### src/rtl/nco_pkg.sv
// Shared types and default widths for the NCO sweep phase generator family.
package nco_pkg;

    localparam int PHASE_WIDTH = 32;
    localparam int DWELL_WIDTH = 16;

    localparam logic [DWELL_WIDTH-1:0] DWELL_RESET = 1;

    typedef enum logic [1:0] {
        IDLE = 2'd0,
        RUN  = 2'd1,
        DONE = 2'd2
    } state_e;

    typedef struct packed {
        logic [PHASE_WIDTH-1:0] start_fcw;
        logic [PHASE_WIDTH-1:0] stop_fcw;
        logic [PHASE_WIDTH-1:0] step_fcw;
        logic [DWELL_WIDTH-1:0] dwell;
        logic [PHASE_WIDTH-1:0] phase0;
        logic                   loop;
    } sweep_cfg_t;

    // A dwell of 0 behaves as 1, so both reload the counter with 0.
    function automatic logic [DWELL_WIDTH-1:0] dwell_reload(input logic [DWELL_WIDTH-1:0] dwell);
        return (dwell == '0) ? '0 : dwell - 1'b1;
    endfunction

endpackage

### src/rtl/nco_sweep_phase_gen_phase_accumulator.sv
// Phase accumulator: loads an initial phase, then adds the FCW each enabled cycle.
module phase_accumulator #(
    parameter int WIDTH = 32
) (
    input  logic             clk,
    input  logic             rst_n,
    input  logic             load,
    input  logic [WIDTH-1:0] load_phase,
    input  logic             enable,
    input  logic [WIDTH-1:0] fcw,
    output logic [WIDTH-1:0] phase
);

    // NOTE: sequential state uses non-blocking assignments so every register samples pre-edge values.
    always_ff @(posedge clk) begin
        if (!rst_n) begin
            phase <= '0;
        end else if (load) begin
            phase <= load_phase;
        end else if (enable) begin
            phase <= phase + fcw;
        end
    end

endmodule

### src/rtl/nco_sweep_phase_gen.sv
// Linear FCW sweep (chirp) phase generator feeding the sine LUT phase input.
module nco_sweep_phase_gen
    import nco_pkg::*;
#(
    parameter int PHASE_WIDTH = nco_pkg::PHASE_WIDTH,
    parameter int DWELL_WIDTH = nco_pkg::DWELL_WIDTH
) (
    input  logic                   clk,
    input  logic                   rst_n,
    input  logic                   cfg_valid,
    output logic                   cfg_ready,
    input  logic [PHASE_WIDTH-1:0] cfg_start_fcw,
    input  logic [PHASE_WIDTH-1:0] cfg_stop_fcw,
    input  logic [PHASE_WIDTH-1:0] cfg_step_fcw,
    input  logic [DWELL_WIDTH-1:0] cfg_dwell,
    input  logic [PHASE_WIDTH-1:0] cfg_phase0,
    input  logic                   cfg_loop,
    input  logic                   start,
    input  logic                   abort,
    output logic [PHASE_WIDTH-1:0] phase,
    output logic                   phase_valid,
    output logic [PHASE_WIDTH-1:0] fcw,
    output logic                   busy,
    output logic                   done,
    output logic                   sweep_wrap
);

    state_e                 state, state_nxt;
    sweep_cfg_t             shadow, port_cfg, eff_cfg;
    logic [DWELL_WIDTH-1:0] dwell_cnt, dwell_cnt_nxt;
    logic [PHASE_WIDTH-1:0] fcw_nxt;
    logic [PHASE_WIDTH:0]   fcw_sum;
    logic                   step_ok;
    logic                   sweep_wrap_nxt;
    logic                   acc_load;
    logic                   acc_en;
    logic                   cfg_fire;

    assign port_cfg = '{start_fcw: cfg_start_fcw, stop_fcw: cfg_stop_fcw, step_fcw: cfg_step_fcw,
                        dwell: cfg_dwell, phase0: cfg_phase0, loop: cfg_loop};

    assign cfg_ready = (state == IDLE);
    assign cfg_fire  = cfg_valid && cfg_ready;
    // A config beat arriving with start is used directly instead of waiting for the shadow.
    assign eff_cfg   = cfg_fire ? port_cfg : shadow;

    // One extra bit catches a carry past 2^PHASE_WIDTH, which ends the sweep.
    assign fcw_sum = {1'b0, fcw} + {1'b0, shadow.step_fcw};
    assign step_ok = !fcw_sum[PHASE_WIDTH] && (fcw_sum[PHASE_WIDTH-1:0] <= shadow.stop_fcw);

    always_ff @(posedge clk) begin
        if (!rst_n) begin
            shadow <= '{start_fcw: '0, stop_fcw: '0, step_fcw: '0,
                        dwell: DWELL_RESET, phase0: '0, loop: 1'b0};
        end else if (cfg_fire) begin
            shadow <= port_cfg;
        end
    end

    // NOTE: every signal driven here gets a default first, so no path leaves one unassigned (no latches).
    always_comb begin
        state_nxt      = state;
        fcw_nxt        = fcw;
        dwell_cnt_nxt  = dwell_cnt;
        sweep_wrap_nxt = 1'b0;
        acc_load       = 1'b0;
        acc_en         = 1'b0;
        case (state)
            IDLE: begin
                if (start) begin
                    state_nxt     = RUN;
                    acc_load      = 1'b1;
                    fcw_nxt       = eff_cfg.start_fcw;
                    dwell_cnt_nxt = dwell_reload(eff_cfg.dwell);
                end
            end
            RUN: begin
                if (abort) begin
                    state_nxt = IDLE;
                end else begin
                    acc_en = 1'b1;
                    if (dwell_cnt != '0) begin
                        dwell_cnt_nxt = dwell_cnt - 1'b1;
                    end else if (step_ok) begin
                        fcw_nxt       = fcw_sum[PHASE_WIDTH-1:0];
                        dwell_cnt_nxt = dwell_reload(shadow.dwell);
                    end else if (shadow.loop) begin
                        fcw_nxt        = shadow.start_fcw;
                        dwell_cnt_nxt  = dwell_reload(shadow.dwell);
                        sweep_wrap_nxt = 1'b1;
                    end else begin
                        state_nxt = DONE;
                    end
                end
            end
            DONE:    state_nxt = IDLE;
            default: state_nxt = IDLE;
        endcase
    end

    always_ff @(posedge clk) begin
        if (!rst_n) begin
            state      <= IDLE;
            fcw        <= '0;
            dwell_cnt  <= '0;
            sweep_wrap <= 1'b0;
        end else begin
            state      <= state_nxt;
            fcw        <= fcw_nxt;
            dwell_cnt  <= dwell_cnt_nxt;
            sweep_wrap <= sweep_wrap_nxt;
        end
    end

    phase_accumulator #(.WIDTH(PHASE_WIDTH)) u_phase_acc (
        .clk        (clk),
        .rst_n      (rst_n),
        .load       (acc_load),
        .load_phase (eff_cfg.phase0),
        .enable     (acc_en),
        .fcw        (fcw),
        .phase      (phase)
    );

    assign phase_valid = (state == RUN);
    assign busy        = (state == RUN);
    assign done        = (state == DONE);

endmodule

### config.mk
export PLATFORM = sky130hd
export DESIGN_NAME = nco_sweep_phase_gen
export DESIGN_NICKNAME = d
export VERILOG_FILES = /design/src/rtl/nco_pkg.sv /design/src/rtl/nco_sweep_phase_gen_phase_accumulator.sv /design/src/rtl/nco_sweep_phase_gen.sv
export SDC_FILE = /design/constraint.sdc
export NUM_CORES = 1
export LEC_CHECK = 0
export BUFFER_PORTS_ARGS = -buffer_cell sky130_fd_sc_hd__buf_2
export CAP_MARGIN = 20
export CORE_ASPECT_RATIO = 0.6
export CORE_UTILIZATION = 53
export DETAILED_ROUTE_END_ITERATION = 8
export PLACE_DENSITY = 0.82
export SLEW_MARGIN = 40
export SYNTH_ARGS = -nofsm -noshare
export SYNTH_HDL_FRONTEND = slang
export SYNTH_SLANG_ARGS = --single-unit
### constraint.sdc
create_clock -name clk -period 6.3 [get_ports clk]
set_input_delay 1.26 -clock clk [delete_from_list [all_inputs] [get_ports clk]]
set_output_delay 1.26 -clock clk [all_outputs]
set_load 0.005 [all_outputs]
==> flow_metrics.env <==
export IMPL_synthCells=1781
export IMPL_multiInputGateArea_um2=8960
export IMPL_synth_top_area_share_pct=32.2
export IMPL_ff_latch_area_um2=4560
export IMPL_cts_sinks=228
export IMPL_syn_area_um2=14200
export IMPL_start_util_pct=55.0
export IMPL_wirelength_mm=44.1
export IMPL_pin_count=219
export IMPL_grt_start_max_net_pins=114
export IMPL_path_class="reg2reg"
export IMPL_post_cts_resized=0
export IMPL_row_count=45
export IMPL_clk_pin_slew_ps=70
export IMPL_seqPwrFrac_pct=39.1
export IMPL_status="finished clean"
export IMPL_p_clk_share_pct=33.4
export IMPL_p_leak_nw=7.26
export IMPL_gp_congestion=1.07
export IMPL_port_buffers=218
export IMPL_synth_edf_count=0
export IMPL_cts_tree="done"
export IMPL_drt_drc_violations_left=0
export IMPL_drv_slew=0
export IMPL_fin_nets=2184
export IMPL_layout_min_cycle_time_ps=5990
export IMPL_hpwl_mm=33.1
export IMPL_vdd_drop_max_uv=161
export IMPL_synth_warning_count=0
export IMPL_ctsHoldBuffers=0
export IMPL_p_sw_w=0.00144
export IMPL_antenna_found_initial=2
export IMPL_synthesis_nets=2032
export IMPL_crit_slowest_cell="or4_1"
export IMPL_p_total_w=0.00428
export IMPL_grt_overflow=0
export IMPL_required_ps=6740
export IMPL_cts_root_buf="clkbuf_16"
export IMPL_hold_path_class="reg2reg"
export IMPL_path_buf_inv=2
export IMPL_post_cts_buffers=0
export IMPL_holdWs_ps=465
export IMPL_critical_path_endpoint_type="flip-flop"
export IMPL_arrival_ps=6430
export IMPL_drive_above_1_share_pct=15.0
export IMPL_cp_max_fo=22
export IMPL_clk_path_buf_depth=3
export IMPL_post_route_period_util_pct=95.1
export IMPL_critical_path_max_stage_delay_ps=590
export IMPL_area_growth_pct=14.3
export IMPL_crit_path_cell_trace="ha_1 > inv_1 > fa_1 > nand2b_1 > a21oi_1 > o211ai_1 > a311oi_2 > or2_1 > a21oi_1 > o211a_1 > ha_1 > nand4_1 > or4_1 > nand2b_1 > a31oi_1 > nor4_4 > a21oi_2 > o211a_1 > buf_4 > nand2_1 > o31ai_1"
export IMPL_pwr_share_comb_pct=27.6
export IMPL_p_int_w=0.00284
export IMPL_syn_avg_cell_area_um2=7.96
export IMPL_hold_viol=0
export IMPL_grt_pass1_wl_mm=67.9
export IMPL_fillers=2262
export IMPL_tightest_slew_ps=861
export IMPL_swShare_pct=33.7
export IMPL_grt_setup_unrepaired="no"
export IMPL_synth_seq_cells=228
export IMPL_insertion_delay_ps=530
export IMPL_cts_made_buffers=23
export IMPL_htree_num_levels=1
export IMPL_synthFlopType="dfxtp_1"
export IMPL_critPathLaunchType="flip-flop"
export IMPL_crit_family="compound AO/OA/AOI/OAI gates"
export IMPL_synth_top_cells_by_area="dfxtp_1, nand2_1, ha_1"
export IMPL_maxCapViolations=0
export IMPL_die_w_um=213
export IMPL_first_global_vias=12549
export IMPL_viasPerCell=6.05
export IMPL_drt_iter0_drc=1553
export IMPL_groute_usage_overall_pct=31.4
export IMPL_fmax_mhz=167
export IMPL_setup_viol_count_final=0
export IMPL_core_area_um2=25800
export IMPL_dr_total_vias=13934
export IMPL_async_flop_share_pct=0
export IMPL_synth_distinct_cells=78
export IMPL_fin_tns_setup_ps=0
export IMPL_yosys_area_top_type="dfxtp_1"
export IMPL_die_h_um=129
export IMPL_yosysSeqAreaShare_pct=32.2
export IMPL_first_pass_iters=8
export IMPL_power_density_nw_per_um2=265
export IMPL_fin_worst_skew_ps=13.4
export IMPL_postRouteAntennaNets=0
export IMPL_die_area_um2=27400
export IMPL_relSlewSlack_pct=42.4
export IMPL_routedWlPerCell_um=19.2
==> worst min-delay path: stages, from the launching register on <==
cell and delay (ps):
dfxtp_1 310, nand2_1 40, a21boi_0 60
==> kinds of logic after synthesis <==
family	Yosys count	synth area share, %
compound gates	476	23.7
xor+xnor	87	5.38
mux	48	3.41
simple gates	668	21.3
fa+ha+maj	101	9.02
flops	228	32.2
buf+inv	173	4.96
==> path summary, 6_finish.rpt <==
path / end / start / depth (start not counted) / slack (ps)
max: fcw[3] / fcw[0] / 21 / 310
max reg2reg: fcw[3] / fcw[0] / 21 / 310
min: shadow[85] / shadow[85] / 2 / 470
min reg2reg: shadow[85] / shadow[85] / 2 / 470
==> flip-flops by register name (all words and copies together) (netlist names) <==
| register | count |
|---|---|
| u_phase_acc.phase | 32 |
| state | 2 |
| shadow | 145 |
| sweep_wrap | 1 |
| fcw | 32 |
| dwell_cnt | 16 |
==> cell type report <==
| class | count | share of cell area (%) |
|---|---|---|
| clock buffer | 30 | 3.84 |
| multi-input combinational | 1380 | 55.4 |
| timing repair buffer | 232 | 7.47 |
| sequential | 228 | 28.2 |
| inverter | 68 | 1.58 |
| antenna | 2 | 0.0309 |
| tap | 352 | 2.72 |
| clock inverter | 10 | 0.827 |
==> layout by cell type (no fill, tap or decap), types with 27 or more instances in the layout <==
master / netlist / layout
buf_2: 13 / 217
nor2b_1: 56 / 56
inv_1: 68 / 68
a21boi_0: 108 / 108
a21oi_1: 75 / 75
nor2_1: 117 / 114
xnor2_1: 45 / 45
ha_1: 99 / 99
o31ai_1: 33 / 33
dfxtp_1: 228 / 228
o22ai_1: 34 / 34
xor2_1: 42 / 42
mux2i_1: 46 / 46
nand2_1: 349 / 348
nand3_1: 27 / 27
o21ai_0: 43 / 43
==> synthesized netlist by cell type (12+ instances only) <==
| master | count |
|---|---|
| a21boi_0 | 108 |
| a21o_1 | 22 |
| a21oi_1 | 75 |
| a221oi_1 | 17 |
| a222oi_1 | 14 |
| and3_1 | 12 |
| buf_2 | 13 |
| clkbuf_1 | 84 |
| dfxtp_1 | 228 |
| ha_1 | 99 |
| inv_1 | 68 |
| mux2i_1 | 46 |
| nand2_1 | 349 |
| nand2b_1 | 12 |
| nand3_1 | 27 |
| nand4_1 | 15 |
| nor2_1 | 117 |
| nor2b_1 | 56 |
| nor3_1 | 25 |
| o211a_1 | 17 |
| o21ai_0 | 43 |
| o21ai_1 | 24 |
| o22ai_1 | 34 |
| o31ai_1 | 33 |
| xnor2_1 | 45 |
| xor2_1 | 42 |
==> power by group through the flow <==
stage / logic [W] / registers [W] / clock network [W]
finish: 0.00118 / 0.00167 / 0.00143
global route: 0.00129 / 0.00169 / 0.00151
CTS: 0.00115 / 0.00167 / 0.00144
detailed placement: 0.00114 / 0.00170 / 0
global placement: 0.00111 / 0.00170 / 0
floorplan: 0.000813 / 0.00166 / 0
==> per-layer routing <==
layer | track usage [%] | up-vias | part of all wire, %
met5 | 0 | - | 0
li1 | - | 6590 | -
met4 | 9.44 | 0 | 3.0
met1 | 46.1 | 6437 | 46
met2 | 44.3 | 805 | 39
met3 | 8.47 | 102 | 12
==> through the flow <==
stage / instances / util, % / instance area, um^2 / worst slack [ps]
floorplan: 1781 / - / 14200 / 1470
global placement: 2260 / 59.7 / 15400 / 472
detailed placement: 2260 / 59.8 / 15400 / 445
CTS: 2300 / 62.7 / 16200 / 362
global route: 2302 / 62.8 / 16200 / 0.396
finish: 2302 / 62.8 / 16200 / 308
(Power assumes the default switching activity.)
